File: config.mk
export PLATFORM = sky130hd
export DESIGN_NAME = tx_frame_serializer
export DESIGN_NICKNAME = d
export VERILOG_FILES = /design/src/rtl/tx_frame_serializer_pkg.sv /design/src/rtl/tx_frame_fifo.sv /design/src/rtl/tx_frame_serializer.sv
export SDC_FILE = /design/constraint.sdc
export NUM_CORES = 1
export LEC_CHECK = 0
export ABC_AREA = 1
export BUFFER_PORTS_ARGS = -buffer_cell sky130_fd_sc_hd__buf_2
export CORE_MARGIN = 2
export CORE_UTILIZATION = 45
export CTS_CLUSTER_SIZE = 20
export DETAILED_ROUTE_END_ITERATION = 16
export HOLD_SLACK_MARGIN = 0.06
export PLACE_DENSITY = 0.66
export SYNTH_ARGS = -nofsm -noshare
export SYNTH_HDL_FRONTEND = slang
export SYNTH_SLANG_ARGS = --single-unit
File: constraint.sdc
create_clock -name clk -period 6.9 [get_ports clk]
set_input_delay 1.38 -clock clk [delete_from_list [all_inputs] [get_ports clk]]
set_output_delay 1.38 -clock clk [all_outputs]
set_load 0.05 [all_outputs]
File: src/rtl/tx_frame_serializer_pkg.sv
// Shared types and constants for the TX frame serializer.
// Optional feature macro: SEQ_HDR_EN (adds a sequence-header beat per frame).
package tx_frame_serializer_pkg;

  localparam int TX_BEAT_W = 64;
  localparam logic [15:0] TX_HDR_MAGIC = 16'hA55A;

  // Encoder field widths: word0 = {qty, price, inst_id}, word1 = {reserved, latency, side}
  localparam int INST_ID_W = 16;
  localparam int PRICE_W   = 32;
  localparam int SIZE_W    = 16;
  localparam int TS_W      = 32;

  typedef struct packed {
    logic [TX_BEAT_W-1:0] word1;
    logic [TX_BEAT_W-1:0] word0;
  } frame_t;

  typedef enum logic [1:0] {
    ST_IDLE  = 2'd0,
`ifdef SEQ_HDR_EN
    ST_HDR   = 2'd1,
`endif
    ST_BEAT0 = 2'd2,
    ST_BEAT1 = 2'd3
  } state_e;

  function automatic logic [TX_BEAT_W-1:0] hdr_word(input logic [31:0] seq);
    return {TX_HDR_MAGIC, 16'h0000, seq};
  endfunction

endpackage

File: src/rtl/tx_frame_fifo.sv
// DEPTH x 128-bit frame FIFO; head entry is readable combinationally.
module tx_frame_fifo
  import tx_frame_serializer_pkg::*;
#(
  parameter int DEPTH = 4
) (
  input  logic                       clk,
  input  logic                       rst_n,
  input  logic                       i_push,
  input  frame_t                     i_din,
  input  logic                       i_pop,
  output frame_t                     o_head,
  output logic [$clog2(DEPTH+1)-1:0] o_level
);

  localparam int AW = $clog2(DEPTH);
  localparam int LW = $clog2(DEPTH+1);

  frame_t          r_mem [DEPTH];
  logic [AW-1:0]   r_wr_ptr;
  logic [AW-1:0]   r_rd_ptr;
  logic [LW-1:0]   r_level;

  // Caller guarantees no push when full and no pop when empty.
  always_ff @(posedge clk or negedge rst_n) begin
    if (!rst_n) begin
      r_wr_ptr <= '0;
      r_rd_ptr <= '0;
      r_level  <= '0;
    end else begin
      if (i_push) r_wr_ptr <= r_wr_ptr + 1'b1;
      if (i_pop)  r_rd_ptr <= r_rd_ptr + 1'b1;
      case ({i_push, i_pop})
        2'b10:   r_level <= r_level + 1'b1;
        2'b01:   r_level <= r_level - 1'b1;
        default: r_level <= r_level;
      endcase
    end
  end

  always_ff @(posedge clk) begin
    if (i_push) r_mem[r_wr_ptr] <= i_din;
  end

  assign o_head  = r_mem[r_rd_ptr];
  assign o_level = r_level;

endmodule

File: src/rtl/tx_frame_serializer.sv
// Buffers single-cycle order frames and emits each as a 64-bit valid/ready beat stream.
// Define SEQ_HDR_EN to prefix every frame with a {magic, 0, seq} header beat.
module tx_frame_serializer
  import tx_frame_serializer_pkg::*;
#(
  parameter int DEPTH  = 4,
  parameter int DROP_W = 16
) (
  input  logic                       clk,
  input  logic                       rst_n,
  input  logic                       in_valid,
  input  logic [63:0]                in_word0,
  input  logic [63:0]                in_word1,
  output logic [63:0]                out_tdata,
  output logic                       out_tvalid,
  input  logic                       out_tready,
  output logic                       out_tlast,
  output logic [$clog2(DEPTH+1)-1:0] fifo_level,
  output logic [DROP_W-1:0]          drop_cnt
);

  localparam int LW = $clog2(DEPTH+1);
  localparam logic [LW-1:0] FULL_LVL = LW'(DEPTH);
  localparam logic [LW-1:0] ONE_LVL  = LW'(1);
`ifdef SEQ_HDR_EN
  localparam state_e ST_FIRST = ST_HDR;
`else
  localparam state_e ST_FIRST = ST_BEAT0;
`endif

  state_e            r_state;
  state_e            w_nxt;
  logic [DROP_W-1:0] r_drop_cnt;
  frame_t            w_head;
  frame_t            w_din;
  logic              w_push;
  logic              w_drop;
  logic              w_hs;
  logic              w_pop;

  // Full check uses the registered level, so a same-cycle pop never makes room.
  assign w_push = in_valid && (fifo_level != FULL_LVL);
  assign w_drop = in_valid && (fifo_level == FULL_LVL);
  assign w_hs   = out_tvalid && out_tready;
  assign w_pop  = (r_state == ST_BEAT1) && w_hs;
  assign w_din  = '{word1: in_word1, word0: in_word0};

  tx_frame_fifo #(.DEPTH(DEPTH)) u_fifo (
    .clk     (clk),
    .rst_n   (rst_n),
    .i_push  (w_push),
    .i_din   (w_din),
    .i_pop   (w_pop),
    .o_head  (w_head),
    .o_level (fifo_level)
  );

`ifdef SEQ_HDR_EN
  logic [31:0] r_seq;

  always_ff @(posedge clk or negedge rst_n) begin
    if (!rst_n)     r_seq <= '0;
    else if (w_pop) r_seq <= r_seq + 32'd1;
  end
`endif

  always_ff @(posedge clk or negedge rst_n) begin
    if (!rst_n) r_state <= ST_IDLE;
    else        r_state <= w_nxt;
  end

  always_comb begin
    w_nxt     = r_state;
    out_tdata = '0;
    out_tlast = 1'b0;
    case (r_state)
      ST_IDLE: begin
        if (fifo_level != '0) w_nxt = ST_FIRST;
      end
`ifdef SEQ_HDR_EN
      ST_HDR: begin
        out_tdata = hdr_word(r_seq);
        if (w_hs) w_nxt = ST_BEAT0;
      end
`endif
      ST_BEAT0: begin
        out_tdata = w_head.word0;
        if (w_hs) w_nxt = ST_BEAT1;
      end
      ST_BEAT1: begin
        out_tdata = w_head.word1;
        out_tlast = 1'b1;
        if (w_hs) w_nxt = (fifo_level > ONE_LVL) ? ST_FIRST : ST_IDLE;
      end
      default: w_nxt = ST_IDLE;
    endcase
  end

  assign out_tvalid = (r_state != ST_IDLE);

  always_ff @(posedge clk or negedge rst_n) begin
    if (!rst_n)                         r_drop_cnt <= '0;
    else if (w_drop && r_drop_cnt != '1) r_drop_cnt <= r_drop_cnt + 1'b1;
  end

  assign drop_cnt = r_drop_cnt;

endmodule

==> impl_metrics.toml, run 1 <==
[power]
power.density_nw_per_um2 = 481.2
p_leak_nw = 8.947
peakVddDrop_mv = 0.4202

[yosys]
yosys-top-cells-area = "edfxtp_1, nor2_1, o21ai_0"
avgSynthCellArea_sq_um = 12.10
ys_seq_elements = 537
synth_fp_nets = 1922
synthesis.area_sq_um = 21540
netlist_instances = 1780
synth_warnings = 0
synth_area_leader_cell = "edfxtp_1"
ys_seq_area_share_pct = 74.28
ys_types = 23
synth.top_cell.area_share_pct = 71.37

[cells_and_area]
utilization_pct = 52.17
final_common_cell = "edfxtp_1"
nets = 2105
drive_above_1_share_pct = 15.83
area_growth_pct = 14.91
mostFrequentLayoutCells = "edfxtp_1, nor2_1, o21ai_0"

[grt]
first_global_vias = 13410
grt-ovfl-total = 0
antenna_found_initial = 12
grt_max_degree = 137
grt_first_pass_wirelength_mm = 72.70
grt_use_total_pct = 18.68

[route]
drt_first_iter_violations = 1221
via_count = 13620
drc = 0
drtPass1Iterations = 5
wire_per_inst_um = 17.76
via_per_inst = 5.182
routed_wl_mm = 46.68
ant_nets = 0

[sta]
finalHoldViolCount = 0
finalSetupViolations = 0
fin_crit_ns = 4.748
maxSlewViolCount = 0
maxSlewHeadroom_pct = 33.07
timing.hold.ws_ns = 0.5588
min_period_over_period_pct = 68.81
rsz0062_at_grt = "no"
worst_pin_slew_ns = 1.002
fmax_ghz = 0.2106
fin_skew_ns = 0.02144

[die]
die_x_um = 222.8
start_util_pct = 45.40
row_count = 80
die-area_sq_um = 49640
fp.dieH_um = 222.8
io_pins = 217
core_sq_um = 47450

[cts]
cts_made_buffers = 53
cts_root_buffer = "clkbuf_16"
cts-resized-gates = 0
clock_latency_ns = 0.59
htree_levels = 2
cts_tree = "done"
clk_pin_slew_worst_paths_ns = 0.06
cts_sinks = 537
cts_max_path_buffers = 3
ctsHoldBuffers = 0
postCtsSetupRepairBufs = 0

[outcome]
outcome = "finished, final reports clean"

[worst_hold_path]
hold_path_class = "register to register"
hold_start = "u_fifo.o_level[2]$_DFFE_PN0P_"

[placement]
gp_congestion = 0.7706
dp_hpwl_mm = 24.33
port_buffers = 216

[critical_path]
end_kind = "primary output"
critPathKind = "register to primary output"
crit_start = "u_fifo.r_rd_ptr[0]$_DFFE_PN0P_"
r2r_start = "u_fifo.o_level[0]$_DFFE_PN0P_"
start_kind = "register"
critPathMaxFanout = 133
worstPathRequired_ns = 5.52
arrival_ns = 3.37

[job]
cap_violations = 0
==> Yosys cell counts (all sizes together) <==
library cell    n
edfxtp        512
nor2          411
o21ai         397
nand2         268
clkbuf         55
buf            45
inv            28
dfrtp          25
ha             10
xnor2          10
nand3           9
nand4           5
xor2            3
a21oi           1
and2            1
==> cell families after synthesis <==
kind of cell / count (synthesis) / synth area share (%)
xor+xnor: 13 / 0.5286
compound gates: 398 / 9.299
simple gates: 694 / 12.25
fa+ha+maj: 10 / 0.5808
buf+inv: 128 / 3.067
flops: 537 / 74.28
==> critical path, cell delays in order, from the launching register on <==
cell	delay [ns]
dfrtp_4	0.70
inv_6	0.73
buf_12	0.43
o21ai_0	0.18
o21ai_0	0.10
nand2_1	0.08
nand2_1	0.14
buf_2	0.27
==> final cells by class <==
type	instances	area, sq um
multi-input combinational	1115	4918
clock buffer	61	1399
inverter	28	110.1
tap	615	769.5
sequential	537	16010
clock inverter	33	275.3
fill	4051	22690
antenna	11	27.53
timing repair buffer	228	1246
==> sequential cells by signal (all words and copies together), names as in the netlist <==
signal and flops:
drop_cnt 16, r_state 2, u_fifo.o_level 3, u_fifo.r_mem 512, u_fifo.r_rd_ptr 2, u_fifo.r_wr_ptr 2
==> path summary, 6_finish.rpt <==
kind                                                   to  slack, ns  cells past startpoint
setup / recovery                            out_tdata[23]       2.15                      7
hold / removal              u_fifo.o_level[2]$_DFFE_PN0P_       0.56                      2
setup reg to reg            u_fifo.r_mem[0][23]$_DFFE_PP_       4.43                      6
hold reg to reg             u_fifo.o_level[2]$_DFFE_PN0P_       0.56                      2
max in group asynchronous  u_fifo.r_rd_ptr[0]$_DFFE_PN0P_       5.63                      1
min in group asynchronous        drop_cnt[15]$_DFFE_PN0P_       0.80                      1
==> routing by layer <==
layer | vias up | share of wire (%) | global-route usage [%]
met3 | 70 | 5.2 | 3.240
met2 | 298 | 49 | 32.10
met4 | 8 | 2.1 | 5.932
li1 | 6606 | - | -
met1 | 6636 | 43 | 24.21
met5 | - | 0.088 | 0
==> where the power goes <==
group	leakage (nW)	switching, mW	internal (mW)
registers	5.01	0.238	4.28
clock network	0.814	1.18	1.60
logic	3.12	3.55	1.07
total	8.95	4.97	6.94
==> stage by stage <==
| stage | setup slack (ns) | power, mW | std cells | setup TNS (ns) | instance area [sq um] |
|---|---|---|---|---|---|
| after global placement | 2.742 | 9.179 | 2523 | 0 | 23050 |
| after CTS | 2.083 | 12.04 | 2617 | 0 | 24730 |
| after detailed placement | 2.701 | 9.251 | 2523 | 0 | 23050 |
| after global routing | 1.868 | 12.60 | 2622 | 0 | 24740 |
| final | 2.152 | 11.91 | 2628 | 0 | 24750 |
| after floorplan | -0.5981 | 8.169 | 1780 | -306.20 | 21540 |
Power figures use the tool's default switching activity.
==> run 2: changes to the inputs <==
--- a/config.mk
+++ b/config.mk
@@ -12,7 +12,6 @@
 export CTS_CLUSTER_SIZE = 20
 export DETAILED_ROUTE_END_ITERATION = 16
 export HOLD_SLACK_MARGIN = 0.06
-export PLACE_DENSITY = 0.66
 export SYNTH_ARGS = -nofsm -noshare
 export SYNTH_HDL_FRONTEND = slang
 export SYNTH_SLANG_ARGS = --single-unit
==> constraint.sdc (replaced) <==
create_clock -name clk -period 4.4 [get_ports clk]
set_input_delay 0.88 -clock clk [delete_from_list [all_inputs] [get_ports clk]]
set_output_delay 0.88 -clock clk [all_outputs]
set_load 0.05 [all_outputs]
==> run 2 against run 1 <==
Via count is 0.10% higher. Highest routed layer unchanged. Clock power grew 69%. Largest cell class unchanged. Die area did not move. Combinational power up 59%. Clock skew is 0.0044 ns lower. Sequential share of layout area down 0.67 points. Critical endpoint is now out_tdata[49].
==> impl_metrics.toml, run 2 (synthesis gave the netlist of run 1 again) <==
[route]
via_count = 13630
routed_wl_mm = 48.18
drc = 0
via_per_inst = 5.156
drt_first_iter_violations = 1178
drtPass1Iterations = 5
wire_per_inst_um = 18.22
ant_nets = 0

[sta]
maxSlewHeadroom_pct = 40.73
maxSlewViolCount = 0
rsz0062_at_grt = "no"
fin_crit_ns = 4.019
worst_pin_slew_ns = 0.8891
finalSetupViolations = 0
fmax_ghz = 0.2488
min_period_over_period_pct = 91.35
fin_skew_ns = 0.01702
finalHoldViolCount = 0

[die]
die-area_sq_um = 49640
io_pins = 217
fp.dieH_um = 222.8
core_sq_um = 47450
row_count = 80
start_util_pct = 45.40
die_x_um = 222.8

[cts]
clk_pin_slew_worst_paths_ns = 0.06
cts_tree = "done"
cts_max_path_buffers = 3
htree_levels = 2
cts-resized-gates = 0
cts_sinks = 537
cts_made_buffers = 56
cts_root_buffer = "clkbuf_16"
postCtsSetupRepairBufs = 0
clock_latency_ns = 0.59
ctsHoldBuffers = 0

[placement]
gp_congestion = 0.8153
dp_hpwl_mm = 25.91
port_buffers = 216
place_area_sq_um = 23170

[grt]
antenna_found_initial = 13
grt-ovfl-total = 0
grt_first_pass_wirelength_mm = 75.67
first_global_vias = 13400
grt_use_total_pct = 19.56
grt_max_degree = 141

[critical_path]
start_kind = "register"
r2r_start = "u_fifo.o_level[0]$_DFFE_PN0P_"
r2r-end = "u_fifo.r_mem[0][46]$_DFFE_PP_"
end_kind = "primary output"
worstPathRequired_ns = 3.52
reg2regPathDepth = 6
arrival_ns = 3.14
crit_start = "u_fifo.r_rd_ptr[0]$_DFFE_PN0P_"
critPathMaxFanout = 136
r2r_slack_ns = 1.92
critPathKind = "register to primary output"

[power]
power.density_nw_per_um2 = 763.5
peakVddDrop_mv = 0.4597
power_mw = 19.10
p_leak_nw = 9.085

[cells_and_area]
area_growth_pct = 16.11
drive_above_1_share_pct = 16.49
top_register = "u_fifo.r_mem"
nets = 2117
final_area_sq_um = 25010
final_common_cell = "edfxtp_1"
mostFrequentLayoutCells = "edfxtp_1, nor2_1, o21ai_0"
largest_reg_flops = 512

[outcome]
outcome = "finished, final reports clean"

[worst_hold_path]
hold_path_class = "input pin to asynchronous set/reset pin"

[job]
cap_violations = 0
-- run 2: changes by cell type in the layout (fill, tap and decap cells not counted), moves of 2 or more --
cell,delta
clkinv_2,+7
buf_4,+5
buf_12,+4
inv_6,-4
bufinv_16,+3
clkbuf_16,+2
diode_2,-2
-- run 2: how the worst max path moves through the flow --
stage / endpoint / slack [ns]
4_1_cts: out_tdata[49] / 0.32
5_1_grt: out_tdata[49] / 0.13
3_3_place_gp: out_tdata[35] / 1.01
3_5_place_dp: out_tdata[49] / 0.97
6_report: out_tdata[49] / 0.38
2_1_floorplan: u_fifo.r_mem[0][0]$_DFFE_PP_ / -0.74
-- run 2: critical path: stages, from the launching register on --
cell	delay [ns]
dfrtp_4	0.73
inv_8	0.65
buf_4	0.39
nor2_1	0.07
o21ai_0	0.18
nand2_1	0.07
nand2_1	0.09
buf_2	0.27
-- run 2: routing by layer --
layer  up-vias  routed length, um  track usage (%)
met4        14               1212            6.668
met5         -                 89                0
li1       6632                  -                -
met3        95               2610            4.073
met1      6564              21040            25.73
met2       327              23230            32.44
-- run 2: metrics by stage --
stage	utilization (%)	setup WS, ns	hold WS [ns]	TNS [ns]	instances
finish	52.72	0.3805	0.3072	0	2644
global route	52.69	0.1343	0.3381	0	2639
CTS	52.67	0.3227	0.3123	0	2635
detailed placement	48.84	0.9731	0.5470	0	2532
global placement	48.84	1.010	0.5371	0	2532
floorplan	-	-0.7383	0.5048	-377.99	1780
-- run 2: area by class of cell --
cell class,instances,area (sq um)
Tap cell,615,769.5
Antenna cell,9,22.52
Clock inverter,39,364.1
Timing Repair Buffer,237,1364
Inverter,28,113.9
Clock buffer,64,1453
Fill cell,4103,22430
Multi-Input combinational cell,1115,4918
Sequential cell,537,16010
-- run 2: power breakdown --
group | internal, mW | switching, mW | total [mW]
combinational | 1.75 | 5.60 | 7.36
sequential | 6.70 | 0.369 | 7.07
clock | 2.76 | 1.91 | 4.67
total | 11.2 | 7.88 | 19.1
==> run 3: changes to the inputs <==
==> constraint.sdc (replaced) <==
create_clock -name clk -period 4.4 [get_ports clk]
set_input_delay 0.66 -clock clk [delete_from_list [all_inputs] [get_ports clk]]
set_output_delay 0.66 -clock clk [all_outputs]
set_load 0.05 [all_outputs]
==> run 3 against run 2 <==
Core utilization barely moved. Critical endpoint is now out_tdata[21]. Global-route usage fell by 0.55 points. Critical path depth fell by 1. Power fell by 0.78%. Clock power fell by 5.1%. Sequential cell count did not move. Combinational power rose by 1%. Non-clock buffer count rose by 6. Sequential power barely moved.
==> impl_metrics.toml, run 3 (synthesis gave the netlist of run 1 again) <==
[cts]
cts_sinks = 537
postCtsSetupRepairBufs = 0
cts_tree = "done"
clk_pin_slew_worst_paths_ns = 0.06
cts_made_buffers = 54
htree_levels = 2
cts_max_path_buffers = 3
cts-resized-gates = 0
ctsHoldBuffers = 0
clock_latency_ns = 0.59
cts_root_buffer = "clkbuf_16"

[grt]
grt_first_pass_wirelength_mm = 73.64
grt_max_degree = 191
antenna_found_initial = 14
grt-ovfl-total = 0
first_global_vias = 12990
grt_use_total_pct = 19.01

[cells_and_area]
nets = 2121
utilization_pct = 52.70
final_area_sq_um = 25000
top_register = "u_fifo.r_mem"
area_growth_pct = 16.07
n_fill_cell = 4061
drive_above_1_share_pct = 16.43
largest_reg_flops = 512
mostFrequentLayoutCells = "edfxtp_1, nor2_1, o21ai_0"
final_common_cell = "edfxtp_1"

[route]
drt_first_iter_violations = 1097
drc = 0
via_count = 13660
via_per_inst = 5.170
drtPass1Iterations = 6
wire_per_inst_um = 18.16
routed_wl_mm = 47.98
ant_nets = 0

[critical_path]
critPathMaxFanout = 86
r2r_slack_ns = 1.63
end_kind = "primary output"
arrival_ns = 2.84
r2r-end = "u_fifo.r_mem[0][47]$_DFFE_PP_"
critPathSlowestCell = "dfrtp_4"
worstPathRequired_ns = 3.74
reg2regPathDepth = 6
crit_start = "u_fifo.r_rd_ptr[1]$_DFFE_PN0P_"
critPathKind = "register to primary output"
r2r_start = "u_fifo.o_level[0]$_DFFE_PN0P_"
start_kind = "register"
cp_cell_sequence = "buf_4 > o21ai_0 > o21ai_0 > nand2_1 > nand2_1 > buf_2"
slowest_delay_ns = 1.06

[sta]
fmax_ghz = 0.2854
min_period_over_period_pct = 79.62
fin_skew_ns = 0.01254
rsz0062_at_grt = "no"
fin_crit_ns = 3.503
worst_pin_slew_ns = 0.9934
maxSlewViolCount = 0
finalHoldViolCount = 0
maxSlewHeadroom_pct = 33.77
finalSetupViolations = 0
tns_ns = 0

[power]
power.density_nw_per_um2 = 757.9
clkPwrFrac_pct = 23.4
combPwrFrac_pct = 39.4
internal-power_mw = 11.09
p_sw_mw = 7.864
p_sw_share_pct = 41.50
peakVddDrop_mv = 0.5096
p_leak_nw = 9.092
sequentialPowerShare_pct = 37.3

[placement]
gp_congestion = 0.7987
place_area_sq_um = 23270
port_buffers = 216
dp_hpwl_mm = 26.78

[die]
io_pins = 217
die_x_um = 222.8
row_count = 80
core_sq_um = 47450
die-area_sq_um = 49640
start_util_pct = 45.40
fp.dieH_um = 222.8

[worst_hold_path]
hold_path_class = "input pin to asynchronous set/reset pin"

[outcome]
outcome = "finished, final reports clean"

[job]
cap_violations = 0
==> run 3: area by class of cell <==
type,instances,area (sq um),share of cell area (%)
Timing Repair Buffer,243,1459,5.835
Clock inverter,36,274.0,1.096
Tap cell,615,769.5,3.078
Antenna cell,6,15.01,0.06005
Multi-Input combinational cell,1115,4918,19.67
Inverter,28,113.9,0.4554
Clock buffer,62,1445,5.780
Sequential cell,537,16010,64.02
==> run 3: power by group through the flow <==
stage                     combinational (mW)  sequential (mW)  clock (mW)
after floorplan                         5.54             7.18           0
after global placement                  7.49             7.14           0
after detailed placement                7.57             7.17           0
after CTS                               7.59             7.06        4.54
after global routing                    8.20             7.15        4.72
final                                   7.46             7.06        4.43
==> run 3: critical path: cells and delay by family (launching register included) <==
kind	cells	cell delay, ns
compound gates	2	0.31
simple gates	2	0.20
flops	1	1.06
buf+inv	2	0.64
==> run 3: routing by layer <==
metal	global-route usage (%)	share of wire, %	vias up
met1	25.06	43	6622
met4	4.871	1.8	16
li1	-	-	6635
met3	4.536	6.0	75
met2	31.79	49	310
met5	0	0.20	-
==> run 3: worst max path at each step <==
| stage | end | depth (start not counted) |
|---|---|---|
| global route | out_tdata[21] | 6 |
| finish | out_tdata[21] | 6 |
| CTS | out_tdata[21] | 6 |
| detailed placement | out_tdata[21] | 6 |
| floorplan | u_fifo.r_mem[0][0]$_DFFE_PP_ | 5 |
| global placement | out_tdata[41] | 6 |
==> run 3: stage by stage <==
| stage | worst slack (ns) | total power, mW | hold WS [ns] | cells |
|---|---|---|---|---|
| finish | 0.8966 | 18.95 | 0.07093 | 2642 |
| global route | 0.5959 | 20.06 | 0.09518 | 2640 |
| CTS | 0.8380 | 19.19 | 0.06258 | 2636 |
| detailed placement | 1.484 | 14.74 | 0.5470 | 2538 |
| global placement | 1.540 | 14.62 | 0.5321 | 2538 |
| floorplan | -0.7383 | 12.72 | 0.3644 | 1780 |
